--- config.mk ---
export PLATFORM = sky130hd
export DESIGN_NAME = pe_8ip_seq_ctrl
export DESIGN_NICKNAME = d
export VERILOG_FILES = /design/src/rtl/pe_8ip_seq_ctrl.sv
export SDC_FILE = /design/constraint.sdc
export NUM_CORES = 1
export LEC_CHECK = 0
export CORE_UTILIZATION = 45
export CTS_CLUSTER_DIAMETER = 200
export DETAILED_ROUTE_END_ITERATION = 6
export PLACE_DENSITY_LB_ADDON = 0.15
export SKIP_LAST_GASP = 1
export SYNTH_ARGS = -nofsm -noshare
export SYNTH_HDL_FRONTEND = slang
export SYNTH_SLANG_ARGS = --single-unit
export TNS_END_PERCENT = 50
--- constraint.sdc ---
create_clock -name clock -period 5.77 [get_ports clock]
set_clock_uncertainty 0.05 [all_clocks]
set_input_delay 1.154 -clock clock [delete_from_list [all_inputs] [get_ports clock]]
set_output_delay 1.154 -clock clock [all_outputs]
set_load 0.1 [all_outputs]
--- src/rtl/pe_8ip_seq_ctrl.sv ---
// Job sequencer for the 8-lane PE_8IP dot-product datapath: IDLE -> DOT -> AGGR -> FLUSH.
// Drives the PE mux selects and ops from registers, latches the job format, and captures the result.
module pe_8ip_seq_ctrl #(
    parameter int DOT_CYCLES   = 15,
    parameter int AGGR_CYCLES  = 38,
    parameter int FLUSH_CYCLES = 15,
    parameter int CNT_W        = 8
) (
    input  logic        clock,
    input  logic        reset,
    input  logic        io_start,
    input  logic        io_abort,
    input  logic        io_use_int_in,
    input  logic [2:0]  io_rounding_in,
    input  logic [31:0] io_pe_out,
    output logic        io_ready,
    output logic        io_busy,
    output logic [1:0]  io_phase,
    output logic [19:0] io_m_sel,
    output logic [1:0]  io_addsub_0_op,
    output logic [1:0]  io_addsub_1_op,
    output logic        io_use_int,
    output logic [2:0]  io_rounding,
    output logic        io_tininess,
    output logic [31:0] io_result,
    output logic        io_result_valid
);

    typedef enum logic [1:0] {
        PH_IDLE  = 2'd0,
        PH_DOT   = 2'd1,
        PH_AGGR  = 2'd2,
        PH_FLUSH = 2'd3
    } phase_e;

    localparam logic [CNT_W-1:0] DOT_LAST   = CNT_W'(DOT_CYCLES - 1);
    localparam logic [CNT_W-1:0] AGGR_LAST  = CNT_W'(AGGR_CYCLES - 1);
    localparam logic [CNT_W-1:0] FLUSH_LAST = CNT_W'(FLUSH_CYCLES - 1);

    // Select fields k=0..9, two bits each: IDLE/FLUSH forces the PE output to zero.
    localparam logic [19:0] M_SEL_ZERO = 20'hAFFFF;
    localparam logic [19:0] M_SEL_DOT  = 20'h50000;
    localparam logic [19:0] M_SEL_AGGR = 20'h0AA55;

    phase_e            phase_q, phase_d;
    logic [CNT_W-1:0]  cnt_q, cnt_d;
    logic [19:0]       m_sel_q, m_sel_d;
    logic [1:0]        op_q, op_d;
    logic              use_int_q, use_int_d;
    logic [2:0]        rounding_q, rounding_d;
    logic [31:0]       result_q, result_d;
    logic              result_valid_q, result_valid_d;

    // Handshake: io_start is accepted on any rising edge where io_ready=1 (IDLE);
    // a start seen while busy is dropped, never queued. io_abort acts only in DOT/AGGR.
    always_comb begin
        phase_d        = phase_q;
        cnt_d          = cnt_q + 1'b1;
        use_int_d      = use_int_q;
        rounding_d     = rounding_q;
        result_d       = result_q;
        result_valid_d = 1'b0;
        case (phase_q)
            PH_IDLE: begin
                cnt_d = '0;
                if (io_start) begin
                    phase_d    = PH_DOT;
                    use_int_d  = io_use_int_in;
                    rounding_d = io_rounding_in;
                end
            end
            PH_DOT: begin
                if (io_abort) begin
                    phase_d = PH_FLUSH;
                    cnt_d   = '0;
                end else if (cnt_q == DOT_LAST) begin
                    phase_d = PH_AGGR;
                    cnt_d   = '0;
                end
            end
            PH_AGGR: begin
                if (io_abort) begin
                    phase_d = PH_FLUSH;
                    cnt_d   = '0;
                end else if (cnt_q == AGGR_LAST) begin
                    phase_d        = PH_FLUSH;
                    cnt_d          = '0;
                    result_d       = io_pe_out;
                    result_valid_d = 1'b1;
                end
            end
            default: begin
                if (cnt_q == FLUSH_LAST) begin
                    phase_d = PH_IDLE;
                    cnt_d   = '0;
                end
            end
        endcase
    end

    // Selects are registered from the next phase so they always match io_phase.
    always_comb begin
        m_sel_d = M_SEL_ZERO;
        op_d    = 2'd0;
        case (phase_d)
            PH_DOT: begin
                m_sel_d = M_SEL_DOT;
                op_d    = 2'd1;
            end
            PH_AGGR: m_sel_d = M_SEL_AGGR;
            default: m_sel_d = M_SEL_ZERO;
        endcase
    end

    always_ff @(posedge clock) begin
        if (!reset) begin
            phase_q        <= PH_IDLE;
            cnt_q          <= '0;
            m_sel_q        <= M_SEL_ZERO;
            op_q           <= 2'd0;
            use_int_q      <= 1'b0;
            rounding_q     <= 3'd0;
            result_q       <= 32'd0;
            result_valid_q <= 1'b0;
        end else begin
            phase_q        <= phase_d;
            cnt_q          <= cnt_d;
            m_sel_q        <= m_sel_d;
            op_q           <= op_d;
            use_int_q      <= use_int_d;
            rounding_q     <= rounding_d;
            result_q       <= result_d;
            result_valid_q <= result_valid_d;
        end
    end

    assign io_ready        = (phase_q == PH_IDLE);
    assign io_busy         = (phase_q != PH_IDLE);
    assign io_phase        = phase_q;
    assign io_m_sel        = m_sel_q;
    assign io_addsub_0_op  = op_q;
    assign io_addsub_1_op  = op_q;
    assign io_use_int      = use_int_q;
    assign io_rounding     = rounding_q;
    assign io_tininess     = 1'b1;
    assign io_result       = result_q;
    assign io_result_valid = result_valid_q;

endmodule

==> summary.md, run 1 <==
| Metric | Value |
|---|---|
| Status | finished, final reports clean |
| Syn Inst Count | 253 |
| Mapped cell area | 0.002441 mm^2 |
| RePlAce Congestion | 0.7736 |
| Post-DRT Antenna Nets | 0 |
| CTS Buf Count | 5 |
| Metal1 wirelength | 2089 um |
| Final min period | 3307 ps |
| Bufs on Longest Clock Path | 2 |
| F_max | 302.4 MHz |
| Port Buffers | 102 |
| Tot GR Track Use | 16.04% |
| Layout cells sized above 1 | 22.02% |
| DR WL met2 | 2173 um |
| Synthesized flop and latch total | 50 |
| Diode count | 0 |
| Drt wl/cell | 11.72 um |
| Critical path capture point type | output port |
| Core area | 0.005172 mm^2 |
| Top Metal Used | met4 |
| Htree depth | 2 |
| Count of TritonRoute iterations in the first routing pass | 4 |
| Main synth FF type | dfxtp_1 |
| Worst vdd ir | 0.0001887 V |
| CTS tree | yes |
| # DRC | 0 |
| Setup TNS | 0 ps |
| DP Wirelength | 3374 um |
| Final Setup Violations | 0 |
| Hold slack | 406.9 ps |
| Nets | 373 |
| Worst-Margin Slew | 1000 ps |
| Pwr dens | 264.7 mW/mm^2 |
| Starting Density | 47.19% |
| Max-slew headroom | 33.11% |
| Layout area overhead | 37.72% |
| Fin worst setup slack | 2463 ps |
| Placement Setup Slack | 2757 ps |
| Post-cts resize count | 0 |
| Setup Fix Bufs, Post-CTS | 0 |
| WP data arrival | 2100 ps |
| Vias | 1804 |
| Largest fanout on the critical path | 11 |
| Unrepaired setup endpoints after global routing | no |
| Num Clock Sinks | 50 |
| Fillers | 435 |
| Global-route wire length before repair | 6969 um |
| Vias in the first global route | 1561 |
| Cell count after placement | 391 |
| Drt first-iter violations | 81 |
| Clock transition at path regs | 80 ps |
| Async SR Flop Fraction | 0% |
| Leakage | 1.146 nW |
| Critical Path Start Type | flop |
| Grt total ovfl | 0 |
| Die Footprint | 0.005723 mm^2 |
| Root Buffer | clkbuf_8 |
| Die width | 75.65 um |
| Post-Route WL | 4653 um |
| Top Ports | 106 |
| Largest net degree at the start of global routing | 46 |
| Synth cell types | 36 |
| Final count of hold timing violations | 0 |
| Initial antenna violation count | 0 |
| Final Non-Filler Cells | 397 |
| Row cnt | 26 |
| Sequential area share after synthesis | 41.00% |
| Yosys warnings | 0 |
| Avg Vias per Cell | 4.544 |
| Crit path kind | reg -> out |
| Met3 WL | 323 um |
| Post-synth EDFFs | 0 |
| Period utilisation layout | 57.31% |
| Max Cap Viol | 0 |
| Syn_area_per_cell | 9.649 um^2 |
| Min-Delay Path Class | reg -> reg |
| Die H | 75.65 um |
| Final slew viol count | 0 |
| CTS Hold Bufs | 0 |
| Clk Latency, worst-skew pair | 290 ps |
| Required time worst endpoint | 4570 ps |
[sequential cells by signal (all words and copies together), names as in the netlist]
name and cells:
io_use_int 1, io_result_valid 1, io_rounding 3, io_phase 2, io_result 32, io_m_sel 3, cnt_q 8
[per-stage QoR]
stage / util [%] / power, mW / instance area [um^2]
6_report: 65.00 / 0.8899 / 3362
5_1_grt: 65.00 / 0.9203 / 3362
4_1_cts: 65.00 / 0.8995 / 3362
3_5_place_dp: 63.40 / 0.7016 / 3279
3_3_place_gp: 63.40 / 0.7007 / 3279
2_1_floorplan: - / 0.6444 / 2445
[worst paths after layout]
kind | startpoint | to | slack, ps | cells past startpoint
worst max-delay path | io_phase[0]$_SDFF_PN0_ | io_busy | 2460 | 3
worst min-delay path | io_result[12]$_SDFFE_PN0P_ | io_result[12]$_SDFFE_PN0P_ | 410 | 2
worst max register to register | cnt_q[4]$_SDFF_PN0_ | io_result[8]$_SDFFE_PN0P_ | 3710 | 4
worst min register to register | io_result[12]$_SDFFE_PN0P_ | io_result[12]$_SDFFE_PN0P_ | 410 | 2
[routing by layer]
layer | global-route usage, % | up-vias
met1 | 20.00 | 812
li1 | - | 940
met3 | 5.026 | 6
met2 | 25.99 | 46
met5 | 0 | -
met4 | 6.173 | 0
[cell usage after synthesis (all sizes together) (2+ instances only)]
| cell | number | share of area, % |
|---|---|---|
| a21boi | 32 | 14 |
| inv | 3 | 0.46 |
| and2 | 5 | 1.3 |
| nand4 | 2 | 0.51 |
| ha | 5 | 2.6 |
| clkbuf | 7 | 1.1 |
| xor2 | 5 | 1.8 |
| nor2b | 5 | 1.3 |
| buf | 30 | 11 |
| nand3 | 3 | 0.61 |
| dfxtp | 50 | 41 |
| nand2b | 3 | 0.77 |
| mux2i | 5 | 2.1 |
| o21ai | 2 | 0.41 |
| nand4b | 2 | 0.72 |
| nand2 | 69 | 14 |
| nor2 | 11 | 1.7 |
| conb | 2 | 0.31 |
[power by group]
| part | switching, mW | internal (mW) | leakage (nW) | total [mW] |
|---|---|---|---|---|
| sequential | 0.0105 | 0.352 | 0.405 | 0.362 |
| combinational | 0.245 | 0.0837 | 0.698 | 0.329 |
| clock | 0.106 | 0.0926 | 0.0431 | 0.198 |
[cell usage in the layout (no fill, tap or decap)]
| cell | count |
|---|---|
| buf_4 | 2 |
| nand4_1 | 2 |
| nand2b_1 | 3 |
| xor2_1 | 5 |
| and3_2 | 1 |
| nand3_1 | 3 |
| a21boi_1 | 1 |
| nor2b_1 | 5 |
| or3_1 | 1 |
| nor4_4 | 1 |
| dfxtp_1 | 50 |
| a21boi_0 | 2 |
| conb_1 | 3 |
| inv_1 | 3 |
| nand2_1 | 39 |
| a22oi_1 | 1 |
| a21oi_1 | 1 |
| xnor2_1 | 1 |
| o21a_1 | 1 |
| or4_4 | 1 |
| nand2_2 | 30 |
| a21boi_2 | 29 |
| nor2_1 | 11 |
| o221a_2 | 1 |
| o221ai_1 | 1 |
| mux2i_1 | 5 |
| and2_1 | 5 |
| o21ai_0 | 2 |
| nand4b_1 | 2 |
| clkdlybuf4s50_1 | 102 |
| o211a_1 | 1 |
| clkbuf_8 | 6 |
| o21ba_2 | 1 |
| ha_1 | 5 |
[area by class of cell]
type                       count  area, um^2  area share, %
inverter                       3       11.26         0.3349
timing repair buffer         104        1036          30.81
sequential                    50        1001          29.77
multi-input combinational    164        1144          34.02
clock buffer                   6       82.58          2.456
tap                           70       87.58          2.605
[worst max-delay path, cell delays in order (launching register included)]
cell and delay (ps):
dfxtp_1 520, nor2_1 110, inv_1 60, clkdlybuf4s50_1 1120
[logic make-up (layout without fill, tap and decap cells)]
logic type	count (synthesis)	in the layout	synth area share, %
other	2	3	0.3076
buffers and inverters	40	113	12.30
flip-flops	50	50	41.00
multiplexers	5	5	2.050
XOR/XNOR	6	6	2.153
adder cells (fa/ha/maj)	5	5	2.563
AO/OA/AOI/OAI	41	41	17.17
AND/OR/NAND/NOR	104	104	22.45
No activity file was read; power rests on OpenSTA's default activity.
==> run 2: changes to the inputs <==
Settings changed: CORE_UTILIZATION 45 to 38.
Clock period 5.77 ns to 2.8 ns, I/O delays scaled along.
==> summary.md, run 2 (synthesis results as in run 1) <==
| Metric | Value |
|---|---|
| CTS Buf Count | 5 |
| Largest fanout on the critical path | 32 |
| Clock transition at path regs | 80 ps |
| Starting Density | 40.28% |
| Num Clock Sinks | 50 |
| Htree depth | 2 |
| Period utilisation layout | 74.38% |
| F_max | 480.2 MHz |
| Crit path kind | in -> reg |
| Clk Latency, worst-skew pair | 300 ps |
| Final Cell Area | 0.003226 mm^2 |
| Leakage | 1.236 nW |
| Worst setup path end | io_result[8]$_SDFFE_PN0P_ |
| Count of TritonRoute iterations in the first routing pass | 3 |
| Worst-Margin Slew | 540.4 ps |
| Hold Path Stages | 2 |
| Nets | 373 |
| Top Ports | 106 |
| Number of flip-flops in the largest register | 32 |
| Diode count | 0 |
| R2R Setup Slk | 730 ps |
| Drt first-iter violations | 46 |
| Core area | 0.006061 mm^2 |
| Vias in the first global route | 1615 |
| Vias | 1803 |
| Initial antenna violation count | 0 |
| Required time worst endpoint | 2940 ps |
| Die Footprint | 0.006749 mm^2 |
| Largest net degree at the start of global routing | 38 |
| Worst vdd ir | 0.0005614 V |
| Layout cells sized above 1 | 41.95% |
| Status | finished, final reports clean |
| Post-cts resize count | 0 |
| Max-slew headroom | 63.98% |
| WP data arrival | 2220 ps |
| Critical Path Start Type | input port |
| Grt total ovfl | 0 |
| Port Buffers | 102 |
| Global-route wire length before repair | 7348 um |
| CTS tree | yes |
| Max Cap Viol | 0 |
| Layout area overhead | 32.14% |
| Most common cell after layout, fill and taps aside | buf_4 |
| CTS Hold Bufs | 0 |
| DP Wirelength | 3455 um |
| Min-Delay Path Class | reg -> reg |
| Setup Fix Bufs, Post-CTS | 0 |
| Row cnt | 28 |
| R2R depth | 4 |
| Bufs on Longest Clock Path | 2 |
| Drt wl/cell | 12.02 um |
| Unrepaired setup endpoints after global routing | no |
| Final min period | 2083 ps |
| Placed cell area | 0.003139 mm^2 |
| Crit path from | io_abort |
| # DRC | 0 |
| Placement Setup Slack | 391.0 ps |
| RePlAce Congestion | 0.7620 |
| Final slew viol count | 0 |
| Reg2reg start | cnt_q[4]$_SDFF_PN0_ |
| Cell count after placement | 396 |
| Critical path capture point type | flop |
| Avg Vias per Cell | 4.463 |
| Fin worst setup slack | 717.4 ps |
| Post-Route WL | 4857 um |
| Pwr dens | 563.0 mW/mm^2 |
| Final Setup Violations | 0 |
| Die width | 82.15 um |
| Post-DRT Antenna Nets | 0 |
| Tot GR Track Use | 14.29% |
| Root Buffer | clkbuf_8 |
| Most frequent cells in the layout | 65 x buf_4, 50 x dfxtp_1, 39 x nand2_1, 39 x clkdlybuf4s50_1, 30 x nand2_2 |
| Final Non-Filler Cells | 404 |
| Final count of hold timing violations | 0 |
| Setup TNS | 0 ps |
| R2r endpoint | io_result[8]$_SDFFE_PN0P_ |
| Die H | 82.15 um |
[run 2: changes by cell type in the layout (fill, tap and decap cells not counted), sizes merged]
cell / change
buf: +63
clkdlybuf4s50: -63
clkinv: +2
clkinvlp: +1
inv: -1
[run 2: area by class of cell]
class,instances,area (um^2)
clock buffer,6,72.57
fill,571,2835
clock inverter,2,13.76
timing repair buffer,104,878.3
tap,75,93.84
sequential,50,1001
inverter,3,15.01
multi-input combinational,164,1151
[run 2: report_power, final]
group	switching [mW]	leakage, nW	internal [mW]
Clock	0.228	0.0452	0.177
Sequential	0.0244	0.405	0.725
Combinational	0.508	0.786	0.154
[run 2: how the worst min path moves through the flow]
stage / startpoint / end / slack (ps)
5_1_grt: io_result[29]$_SDFFE_PN0P_ / io_result[29]$_SDFFE_PN0P_ / 430
3_3_place_gp: io_result[17]$_SDFFE_PN0P_ / io_result[17]$_SDFFE_PN0P_ / 400
4_1_cts: io_result[12]$_SDFFE_PN0P_ / io_result[12]$_SDFFE_PN0P_ / 410
6_report: io_result[12]$_SDFFE_PN0P_ / io_result[12]$_SDFFE_PN0P_ / 410
2_1_floorplan: cnt_q[0]$_SDFF_PN0_ / cnt_q[0]$_SDFF_PN0_ / 400
3_5_place_dp: io_result[12]$_SDFFE_PN0P_ / io_result[12]$_SDFFE_PN0P_ / 400
[run 2: worst max-delay path, cell delays in order]
cell and delay, ps:
clkdlybuf4s50_1 560, or4_4 880, nand2_1 140, a21boi_0 80
[run 2: metal layers]
metal | wire length (um) | global-route usage, % | vias up
met4 | 61 | 5.263 | 0
li1 | - | - | 942
met1 | 2239 | 17.52 | 805
met2 | 2246 | 24.05 | 48
met3 | 311 | 3.626 | 8
met5 | 0 | 0 | -
[run 2: stage by stage]
step	hold slack [ps]	power, mW	util, %
finish	409.7	1.816	53.22
global route	427.9	1.890	53.22
CTS	412.7	1.841	53.22
detailed placement	400.2	1.430	51.80
global placement	396.8	1.430	51.80
floorplan	402.0	1.332	-
==> run 3: changes to the inputs <==
Clock period 2.8 ns to 1.7 ns, I/O delays scaled along.
==> summary.md, run 3 (synthesis results as in run 1) <==
| Metric | Value |
|---|---|
| Avg Vias per Cell | 4.509 |
| Final min period | 1776 ps |
| Crit path kind | reg -> reg |
| Port Buffers | 102 |
| Top Ports | 106 |
| Fin worst setup slack | -76.42 ps |
| Violated checks | setup timing |
| Clk Latency, worst-skew pair | 300 ps |
| Largest net degree at the start of global routing | 34 |
| Global-route wire length before repair | 8528 um |
| Largest stage delay, worst path | 570 ps |
| Bufs on Longest Clock Path | 2 |
| Htree depth | 2 |
| Drt wl/cell | 12.37 um |
| Die width | 82.15 um |
| # DRC | 0 |
| Most common cell after layout, fill and taps aside | buf_12 |
| Area of the multi-input gates | 0.001181 mm^2 |
| Number of flip-flops in the largest register | 32 |
| Critical path capture point type | flop |
| Critical Path Start Type | flop |
| Nets | 395 |
| Layout area overhead | 75.91% |
| Final slew viol count | 0 |
| Starting Density | 40.28% |
| Die Footprint | 0.006749 mm^2 |
| Diode count | 0 |
| Final Setup Violations | 34 |
| RePlAce Congestion | 0.7516 |
| Required time worst endpoint | 1850 ps |
| Unrepaired setup endpoints after global routing | yes |
| Status | finished with violations |
| CTS Hold Bufs | 0 |
| Vias in the first global route | 1898 |
| Die H | 82.15 um |
| Register area | 0.001011 mm^2 |
| Count of TritonRoute iterations in the first routing pass | 4 |
| Largest fanout on the critical path | 14 |
| Critical-path top delay cell | or4_4 |
| Pwr dens | 811.5 mW/mm^2 |
| Leakage | 1.605 nW |
| Vias | 1921 |
| Worst path top cell family by delay | simple AND/OR/NAND/NOR gates |
| Post-Route WL | 5270 um |
| WP buf/inv | 1 |
| WP data arrival | 1930 ps |
| Min-Delay Path Class | reg -> reg |
| Post-DRT Antenna Nets | 0 |
| DP Wirelength | 4079 um |
| Tot GR Track Use | 16.70% |
| Root Buffer | clkbuf_8 |
| Fin util | 70.85% |
| Period utilisation layout | 104.5% |
| Layout cells sized above 1 | 48.72% |
| Grt total ovfl | 0 |
| CTS tree | yes |
| Fillers | 451 |
| Cells along the critical path | or3_4 -> or4_4 -> buf_12 -> nand2_2 -> a21boi_2 |
| Final Non-Filler Cells | 426 |
| Final count of hold timing violations | 0 |
| Clock transition at path regs | 90 ps |
| Num Clock Sinks | 50 |
| Most frequent cells in the layout | 65 x buf_12, 46 x dfxtp_1, 39 x nand2_1, 39 x clkdlybuf4s50_1, 30 x nand2_2 |
| Initial antenna violation count | 0 |
| Max Cap Viol | 0 |
| Cell count after placement | 416 |
| Drt first-iter violations | 31 |
| CTS Buf Count | 5 |
| Row cnt | 28 |
| Worst vdd ir | 0.0007057 V |
| Core area | 0.006061 mm^2 |
| F_max | 562.9 MHz |
## run 3: cell count changes in the layout (fill, tap and decap cells not counted), sizes merged
cell / previous run / this run
buf: 65 / 87
clkinv: 2 / 0
bufinv: 0 / 1
clkbuf: 6 / 5
clkinvlp: 1 / 2
inv: 2 / 3
## run 3: power breakdown
group / switching [mW] / total, mW / internal (mW)
clock: 0.385 / 0.823 / 0.439
combinational: 0.911 / 1.43 / 0.522
sequential: 0.0330 / 1.23 / 1.20
total: 1.33 / 3.48 / 2.16
## run 3: worst register-to-register path, cell delays in order, from the launching register on
cell and delay (ps):
dfxtp_1 320, or3_4 420, or4_4 570, buf_12 190, nand2_2 80, a21boi_2 50
## run 3: layer usage
metal | global-route usage [%] | wire length, um | part of all wire (%) | up-vias
li1 | - | - | - | 988
met5 | 0 | 0 | 0 | -
met1 | 18.81 | 2130 | 40 | 881
met3 | 3.626 | 231 | 4.4 | 7
met2 | 30.41 | 2840 | 54 | 45
met4 | 6.491 | 68 | 1.3 | 0
## run 3: path summary, 6_finish.rpt
kind                            slack, ps                         end  depth (start not counted)                  startpoint
worst min register to register        450  io_result[12]$_SDFFE_PN0P_                          2  io_result[12]$_SDFFE_PN0P_
worst max register to register        -80  io_result[13]$_SDFFE_PN0P_                          5         cnt_q[7]$_SDFF_PN0_
worst min-delay path                  450  io_result[12]$_SDFFE_PN0P_                          2  io_result[12]$_SDFFE_PN0P_
worst max-delay path                  -80  io_result[13]$_SDFFE_PN0P_                          5         cnt_q[7]$_SDFF_PN0_
## run 3: final cells by class
type | count | area share (%)
timing repair buffer | 126 | 43.79
multi-input combinational | 164 | 27.51
sequential | 50 | 23.54
tap | 75 | 2.185
clock buffer | 5 | 1.603
clock inverter | 3 | 1.020
inverter | 3 | 0.3497
## run 3: what timing repair did
action | 4_1_cts | 5_1_grt
pin swaps | 4 | 0
setup endpoints to repair | 37 | 37
cloned | 1 | 0
gates resized for setup | 12 | 0
buffers inserted | 1 | 0
## run 3: through the flow
step	hold WS [ps]	setup WS (ps)	area (um^2)	total power, mW	TNS [ps]
floorplan	402.0	-511.6	2484	2.205	-10500
global placement	430.8	-197.1	4110	2.682	-6641
detailed placement	439.0	-224.3	4110	2.689	-8014
CTS	452.0	-91.68	4294	3.518	-2450
global route	464.7	-141.5	4294	3.601	-3779
finish	447.0	-76.42	4294	3.485	-2075
